[src/rtl/rv_pkg.sv]
// Shared types and constants for the instruction-fetch front end.
package rv_pkg;
    localparam int XLEN_DEFAULT = 64;
    localparam int INST_W       = 32;
    localparam int PC_STEP      = 4;
    localparam logic [INST_W-1:0] NOP_INST = 32'h0000_0013;

    typedef struct packed {
        logic [XLEN_DEFAULT-1:0] pc;
        logic [INST_W-1:0]       inst;
    } fetch_entry_t;
endpackage

[src/rtl/rv_fetch_unit_fifo.sv]
// Flushable synchronous FIFO of {pc, inst} entries; depth need not be a power of two.
module fetch_fifo
    import rv_pkg::*;
#(
    parameter  int DEPTH = 4,
    localparam int CW    = $clog2(DEPTH + 1),
    localparam int PW    = $clog2(DEPTH)
) (
    input  logic          clk,
    input  logic          reset,
    input  logic          flush,
    input  logic          push,
    input  fetch_entry_t  push_entry,
    input  logic          pop,
    output logic          head_valid,
    output fetch_entry_t  head_entry,
    output logic [CW-1:0] count
);
    fetch_entry_t  mem [DEPTH];
    logic [PW-1:0] wr_ptr;
    logic [PW-1:0] rd_ptr;
    logic          full;
    logic          do_push;
    logic          do_pop;

    function automatic logic [PW-1:0] ptr_next(input logic [PW-1:0] ptr);
        return (ptr == PW'(DEPTH - 1)) ? '0 : ptr + PW'(1);
    endfunction

    assign full       = (count == CW'(DEPTH));
    assign head_valid = (count != '0);
    assign head_entry = mem[rd_ptr];
    assign do_pop     = pop && head_valid;
    // A pop frees the head slot this cycle, so a push into a full FIFO is still safe.
    assign do_push    = push && (!full || do_pop);

    always_ff @(posedge clk) begin
        if (reset || flush) begin
            wr_ptr <= '0;
            rd_ptr <= '0;
            count  <= '0;
        end else begin
            if (do_push) wr_ptr <= ptr_next(wr_ptr);
            if (do_pop)  rd_ptr <= ptr_next(rd_ptr);
            case ({do_push, do_pop})
                2'b10:   count <= count + CW'(1);
                2'b01:   count <= count - CW'(1);
                default: count <= count;
            endcase
        end
    end

    always_ff @(posedge clk) begin
        if (!reset && !flush && do_push) mem[wr_ptr] <= push_entry;
    end
endmodule

[src/rtl/rv_fetch_unit.sv]
// Decoupled instruction-fetch front end: PC ownership, 1-cycle imem requests, buffered output.
// Optional fetch_stall_cycles counter enabled by defining RV_FETCH_PERF_EN.
module rv_fetch_unit
    import rv_pkg::*;
#(
    parameter  int              XLEN       = XLEN_DEFAULT,
    parameter  int              FIFO_DEPTH = 4,
    parameter  logic [XLEN-1:0] RESET_PC   = '0,
    localparam int              CW         = $clog2(FIFO_DEPTH + 1)
) (
    input  logic              clk,
    input  logic              reset,
    output logic              imem_req_valid,
    input  logic              imem_req_ready,
    output logic [XLEN-1:0]   imem_req_addr,
    input  logic              imem_rsp_valid,
    input  logic [INST_W-1:0] imem_rsp_data,
    input  logic              redirect_valid,
    input  logic [XLEN-1:0]   redirect_pc,
    output logic              out_valid,
    input  logic              out_ready,
    output logic [INST_W-1:0] out_inst,
    output logic [XLEN-1:0]   out_pc,
    output logic [CW-1:0]     fifo_count
`ifdef RV_FETCH_PERF_EN
   ,output logic [31:0]       fetch_stall_cycles
`endif
);
    logic [XLEN-1:0] fetch_pc;
    logic [XLEN-1:0] inflight_pc;
    logic            inflight;
    logic            flush_pending;
    logic            reset_q;
    logic [CW:0]     occupancy;
    logic            accept;
    logic            fifo_push;
    fetch_entry_t    push_entry;
    fetch_entry_t    head_entry;
    logic            unused_pc_lsbs;

    assign unused_pc_lsbs = ^redirect_pc[1:0];

    // In-flight request reserves a slot so its response always has room.
    assign occupancy      = {1'b0, fifo_count} + {{CW{1'b0}}, inflight};
    assign imem_req_valid = !reset && !redirect_valid && (occupancy < (CW + 1)'(FIFO_DEPTH));
    assign imem_req_addr  = fetch_pc;
    assign accept         = imem_req_valid && imem_req_ready;
    assign fifo_push      = imem_rsp_valid && inflight && !flush_pending && !redirect_valid;

    always_comb begin
        push_entry      = '0;
        push_entry.pc   = XLEN_DEFAULT'(inflight_pc);
        push_entry.inst = imem_rsp_data;
    end

    always_ff @(posedge clk) begin
        reset_q <= reset;
        if (reset) begin
            fetch_pc      <= RESET_PC;
            inflight_pc   <= '0;
            inflight      <= 1'b0;
            flush_pending <= 1'b0;
        end else if (redirect_valid) begin
            fetch_pc      <= {redirect_pc[XLEN-1:2], 2'b00};
            inflight      <= 1'b0;
            flush_pending <= 1'b1;
        end else begin
            flush_pending <= 1'b0;
            if (accept) begin
                fetch_pc    <= fetch_pc + XLEN'(PC_STEP);
                inflight_pc <= fetch_pc;
                inflight    <= 1'b1;
            end else begin
                inflight    <= 1'b0;
            end
        end
    end

    fetch_fifo #(.DEPTH(FIFO_DEPTH)) u_fifo (
        .clk        (clk),
        .reset      (reset),
        .flush      (redirect_valid),
        .push       (fifo_push),
        .push_entry (push_entry),
        .pop        (out_ready),
        .head_valid (out_valid),
        .head_entry (head_entry),
        .count      (fifo_count)
    );

    assign out_inst = head_entry.inst;
    assign out_pc   = head_entry.pc[XLEN-1:0];

`ifdef RV_FETCH_PERF_EN
    logic [31:0] stall_cnt;

    always_ff @(posedge clk) begin
        if (reset) begin
            stall_cnt <= '0;
        end else if (out_ready && !out_valid && (stall_cnt != 32'hFFFF_FFFF)) begin
            stall_cnt <= stall_cnt + 32'd1;
        end
    end

    assign fetch_stall_cycles = stall_cnt;
`endif

    // Responses around reset are dropped silently; any other orphan response is a memory bug.
    assert property (@(posedge clk) disable iff (reset || reset_q) imem_rsp_valid |-> inflight);
endmodule

[config.mk]
export PLATFORM = sky130hd
export DESIGN_NAME = rv_fetch_unit
export DESIGN_NICKNAME = d
export VERILOG_FILES = /design/src/rtl/rv_pkg.sv /design/src/rtl/rv_fetch_unit_fifo.sv /design/src/rtl/rv_fetch_unit.sv
export SDC_FILE = /design/constraint.sdc
export NUM_CORES = 1
export LEC_CHECK = 0
export ABC_AREA = 1
export BUFFER_PORTS_ARGS = -buffer_cell sky130_fd_sc_hd__buf_4
export CORE_MARGIN = 2
export CORE_UTILIZATION = 40
export CTS_CLUSTER_DIAMETER = 120
export DETAILED_ROUTE_END_ITERATION = 7
export PLACE_DENSITY = 0.62
export SLEW_MARGIN = 20
export SYNTH_ARGS = -nofsm -noshare
export SYNTH_HDL_FRONTEND = slang
export SYNTH_SLANG_ARGS = --single-unit
[constraint.sdc]
create_clock -name clk -period 6.2 [get_ports clk]
set_input_delay 0.62 -clock clk [delete_from_list [all_inputs] [get_ports clk]]
set_output_delay 0.62 -clock clk [all_outputs]
set_load 0.01 [all_outputs]
== Word-level counts from Yosys, hierarchy flattened ==
Memories as Yosys holds them, arrays and structs flattened. A register that Yosys moved wholly into a read port is not among the register bits.
Cells that the tools add are included.

* Bits in writable memories: 384
* Flip-flop bits (word level): 137
* Memories: 1
* Input bits: 102
* Output and inout bits: 165
* Logic and storage cells: 53

{| class="wikitable"
|+ Memory list
! name !! words !! width !! rd ports !! clocked after Yosys merged registers in !! wr ports !! RTL line !! source
|-
| u_fifo.mem || 4 || 96 || 1 || 1 || 1 || rv_fetch_unit_fifo.sv:19 || <nowiki>fetch_entry_t mem [DEPTH];</nowiki>
|}

* Magnitude comparators: 1
* Reductions and logical operators: 20
* Multiplexer cells: 11
* Eq/ne operators: 5
* Bitwise operators: 1
* $add $sub $neg: 6

{| class="wikitable"
|+ Operator list
! operator !! number
|-
| 2-to-1 mux 64 bit || 2
|-
| adder 64 x 3 -> 64 bit, second input constant || 1
|-
| logical AND 1 bit || 9
|-
| 2-to-1 mux 2 bit || 4
|-
| equality test 2 bit, second input constant || 3
|-
| one-hot mux 3 bit (2 select lines) || 1
|-
| adder 2 x 1 -> 2 bit, second input constant || 2
|-
| adder 3 x 1 -> 4 bit || 1
|-
| zero test 1 bit || 4
|-
| < comparator 4 x 3 -> 1 bit, second input constant || 1
|-
| 2-to-1 mux 1 bit || 4
|-
| nonzero test 2 bit || 2
|-
| adder 3 x 1 -> 3 bit, second input constant || 1
|-
| equality test 3 bit, second input constant || 1
|-
| nonzero test 3 bit || 1
|-
| subtractor 3 x 1 -> 3 bit, second input constant || 1
|-
| equality test 2 x 1 -> 1 bit, second input constant || 1
|-
| logical OR 1 bit || 2
|-
| AND reduction 2 bit || 1
|-
| OR reduction 2 bit || 1
|-
| NOT 1 bit || 1
|}

== Longest topological paths before layout ==
* Word-level depth: 7
* Depth in mapped cells: 12

== Cells and area by module ==
A second synthesis with hierarchy kept.

* Cell total of the unflattened synthesis: 2106
* Area, all modules: 21712.1 um^2

{| class="wikitable"
|+ By module, submodules not included
! module !! seq. area each (um^2) !! cells an instance !! area an instance (um^2) !! times used
|-
| fetch_fifo || 11711.2 || 995 || 14774.2 || 1
|-
| rv_fetch_unit || 2522.4 || 1111 || 6937.9 || 1
|}

== Least setup slack after synthesis ==
Ideal clock, no wire load.

* Kind: input -> register
* Start: in redirect_valid
* End: mem u_fifo.mem[0][0] in the netlist's numbering (enable)
* Setup time: 548 ps
* Path buffers: 0
* Data arrival time: 4931 ps
* Slack: 722 ps
* Cell stages on the path: 3
* Path through: nor3_1 -> nand3_1 -> nor2_1

* Longest elaborated chain between the ends: 6
* Elaborated cells on any way between the ends: 7
* Classes of those cells: 2 x mux; 5 x reduce/logical

{| class="wikitable"
|+ RTL lines
! item !! RTL line !! source
|-
| from (decl) || rv_fetch_unit.sv:18 || <nowiki>input logic redirect_valid,</nowiki>
|-
| zero test 1 bit * || rv_fetch_unit_fifo.sv:54, rv_fetch_unit.sv:48 ||
|-
| logical AND 1 bit || rv_fetch_unit.sv:48 || <nowiki>assign fifo_push = imem_rsp_valid && inflight && !flush_pending && !redirect_valid;</nowiki>
|-
| logical AND 1 bit || rv_fetch_unit_fifo.sv:35 || <nowiki>assign do_push = push && (!full || do_pop);</nowiki>
|-
| logical AND 1 bit * || rv_fetch_unit_fifo.sv:54 || <nowiki>if (!reset && !flush && do_push) mem[wr_ptr] <= push_entry;</nowiki>
|-
| 2-to-1 mux 1 bit * || rv_fetch_unit_fifo.sv:54 ||
|-
| 2-to-1 mux 1 bit (not written as such) * || rv_fetch_unit_fifo.sv:54 ||
|-
| to (decl) || rv_fetch_unit_fifo.sv:19 ||
|}

Every way passes the cells marked *; elsewhere a longest branch is shown, timed or not.

==> metrics <==
Leak ~0.0095 uW; Worst-Skew Late Latency 600 ps; Post-Place Cells just under 3,000; power per cell area 283 nW/um2; clock sinks roughly 510; DP HPWL a little under 40,000 um; mux share of post-synthesis cell area 0%; io pins about 270; port buffer count 260; setup TNS 0 ps; Slew HR between 30% and 40%; DR iter-0 viols around 1,300; largest family of logic cells by synthesized area simple AND/OR/NAND/NOR gates; TritonCTS buffer count 52; Final #Nets around 2,400; Pre-Repair DR Iteration Count 6; via count around 16,000; vias per cell around 5.3; Max H-tree Level 2; Synth Cell Area 21,100 um2; Area growth, synth to finish 20.3%; layout cell share with drive strength beyond 1 17.0%; flops & latches, synth about 510; # resized after CTS 0; final worst path period share 58.1%; Synth area leaders edfxtp_1 54%, dfxtp_1 13%, o21ai_0 6.7%; clk slew on worst S/H paths around 70 ps; largest net degree at the start of global routing between 100 and 150; yosys warns 0; final setup fails 0; core area between 50,000 and 60,000 um2; cell count after synthesis between 2,000 and 2,500; Layout Skew about 14 ps; Worst Setup End Kind output port; WS Path Type reg2out; XOR/XNOR Fraction of Synth Area 0.706%; Routed WL per cell about 20 um; FFs w/ async S/R, synth 0%; CTS tree built; min-delay worst type in2reg; die height 234 um; Max Clk Rate 0.278 GHz; post-CTS setup buffers 0; CTS Root Cell clkbuf_16; fill count 4,788; DRC 0; Max Buffers Root-to-Sink 3; fin crit period approximately 3600 ps; RePlAce Congestion ~0.97; vias in the first global route about 15,000; critical path fanouts, max 77; Slew Limit Fails 0; Synth Area in Adders less than 1%; CTS Hold Bufs 0; first-pass GRT wire length approximately 90,000 um; GRT Residual Overflow 0; worst slew pin tran between 900 and 1000 ps; largest vdd supply drop approximately 0.16 mV; Horiz. Die Dim 234 um; Final Hold Fails 0; simple logic cell fraction of the synthesized area roughly 15%; Synth Area per Inst between 10 and 15 um2; Final ANT Viol Nets 0; Worst EP arrival around 3000 ps; initial antenna violation count 2; main flop type after synthesis edfxtp_1; die footprint around 55,000 um2; area leader, netlist edfxtp_1; CP Launch Type flip-flop; EDFF count, synth around 380; non-filler cells, final roughly 3,000; WL final ~61,000 um; Starting Density approximately 40%; Synth Area in Compound Gates around 13%; max-cap violation count 0; # rows 84; RSZ-0062 raised after global routing false; Yosys top cell area share between 50% and 60%; Critical Path RT about 5600 ps; Synth cell types 40; status completed; aggregate global-route resource usage between 20 and 25%; sequential share of the synthesized area approximately 66%
==> routing by layer <==
metal / vias up / share of wire [%] / track usage, %
li1: 7580 / - / -
met4: 0 / 3.1 / 8.21
met5: - / 0 / 0
met3: 95 / 7.0 / 3.70
met1: 7648 / 43 / 29.7
met2: 532 / 47 / 35.6
==> cell type report <==
| class | instances | area (um2) | area share [%] |
|---|---|---|---|
| diodes | 2 | 5.00 | 0.0197 |
| clock buffers | 64 | 1370 | 5.39 |
| multi-input cells | 1303 | 6150 | 24.3 |
| repair buffers | 278 | 2180 | 8.61 |
| clock inverters | 29 | 302 | 1.19 |
| well taps | 688 | 861 | 3.40 |
| inverters | 127 | 483 | 1.91 |
| flip-flops and latches | 511 | 14000 | 55.2 |
==> power by group <==
part	internal, uW	switching, uW
logic	125	177
registers	3700	70.9
clock network	1810	1300
==> Yosys cell counts (2+ instances only) <==
library cell / number
ha_1: 7
nand3b_1: 2
nand2_4: 3
xor2_1: 14
nand2_2: 6
o21bai_1: 2
o21ai_1: 7
dfxtp_1: 135
edfxtp_1: 376
nor2_1: 328
buf_2: 24
a31oi_1: 11
clkinv_1: 2
nor3_1: 3
nand4_1: 17
buf_4: 13
nor2_2: 5
inv_1: 122
o21ai_0: 281
o21ai_2: 2
nand2_1: 325
nand3_1: 64
nor2_4: 9
o22ai_1: 94
clkbuf_1: 71
a21oi_1: 108
xnor2_1: 3
==> placed cells by master, fill, tap and decap left out, drive strengths merged <==
master      n
edfxtp    376
nor2      342
nand2     334
o21ai     290
buf       278
dfxtp     135
inv       127
a21oi     108
o22ai      94
nand3      65
clkbuf     64
clkinv     20
nand4      17
xor2       14
a31oi      11
ha          7
bufinv      6
conb        4
nor3        4
xnor2       3
clkinvlp    3
diode       2
nand3b      2
o21bai      2
o211a       1
o31ai       1
or2         1
a32o        1
a211oi      1
fa          1
==> worst paths after layout <==
check | from | end | slack (ps) | cells after the start
min | imem_rsp_data[3] | u_fifo.mem[0][3]$_DFFE_PP_ | 220 | 1
max | flip-flop | out_pc[37] | 2600 | 5
max reg2reg | u_fifo.count[0]$_SDFFE_PP0P_ | inflight_pc[52]$_SDFFE_PP0P_ | 3300 | 6
min reg2reg | inflight_pc[60]$_SDFFE_PP0P_ | u_fifo.mem[0][92]$_DFFE_PP_ | 490 | 0
==> cell families after synthesis <==
logic type	after synthesis
AOI/OAI and AO/OA	509
xor gates and xnor gates	17
adders and majority gates	8
buffers and inverters	236
DFF	511
other	1
and+or+nand+nor	765
==> per-stage QoR <==
step                      hold slack (ps)  util (%)  worst slack (ps)  total power, uW  instance area (um2)
after global placement                474      45.2              2510             4130                23700
after floorplan                       455         -               722             3960                21100
final                                 223      48.4              2600             7180                25400
after CTS                             192      48.4              2510             7240                25300
after detailed placement              480      45.2              2420             4140                23700
after global routing                  207      48.4              2440             7410                25400
==> worst max-delay path, stage by stage (launching register included) <==
cell and delay (ps):
dfxtp_4 530, inv_4 690, buf_12 370, o21ai_0 120, o22ai_1 390, buf_4 200
==> sequential cells by signal, summed over array words and instances, names as in the netlist, named ones only <==
signal / count
u_fifo.rd_ptr: 2
flush_pending: 1
imem_req_addr: 62
u_fifo.count: 3
u_fifo.wr_ptr: 2
inflight_pc: 62
u_fifo.mem: 376
inflight: 1
Power figures use the tool's default switching activity.
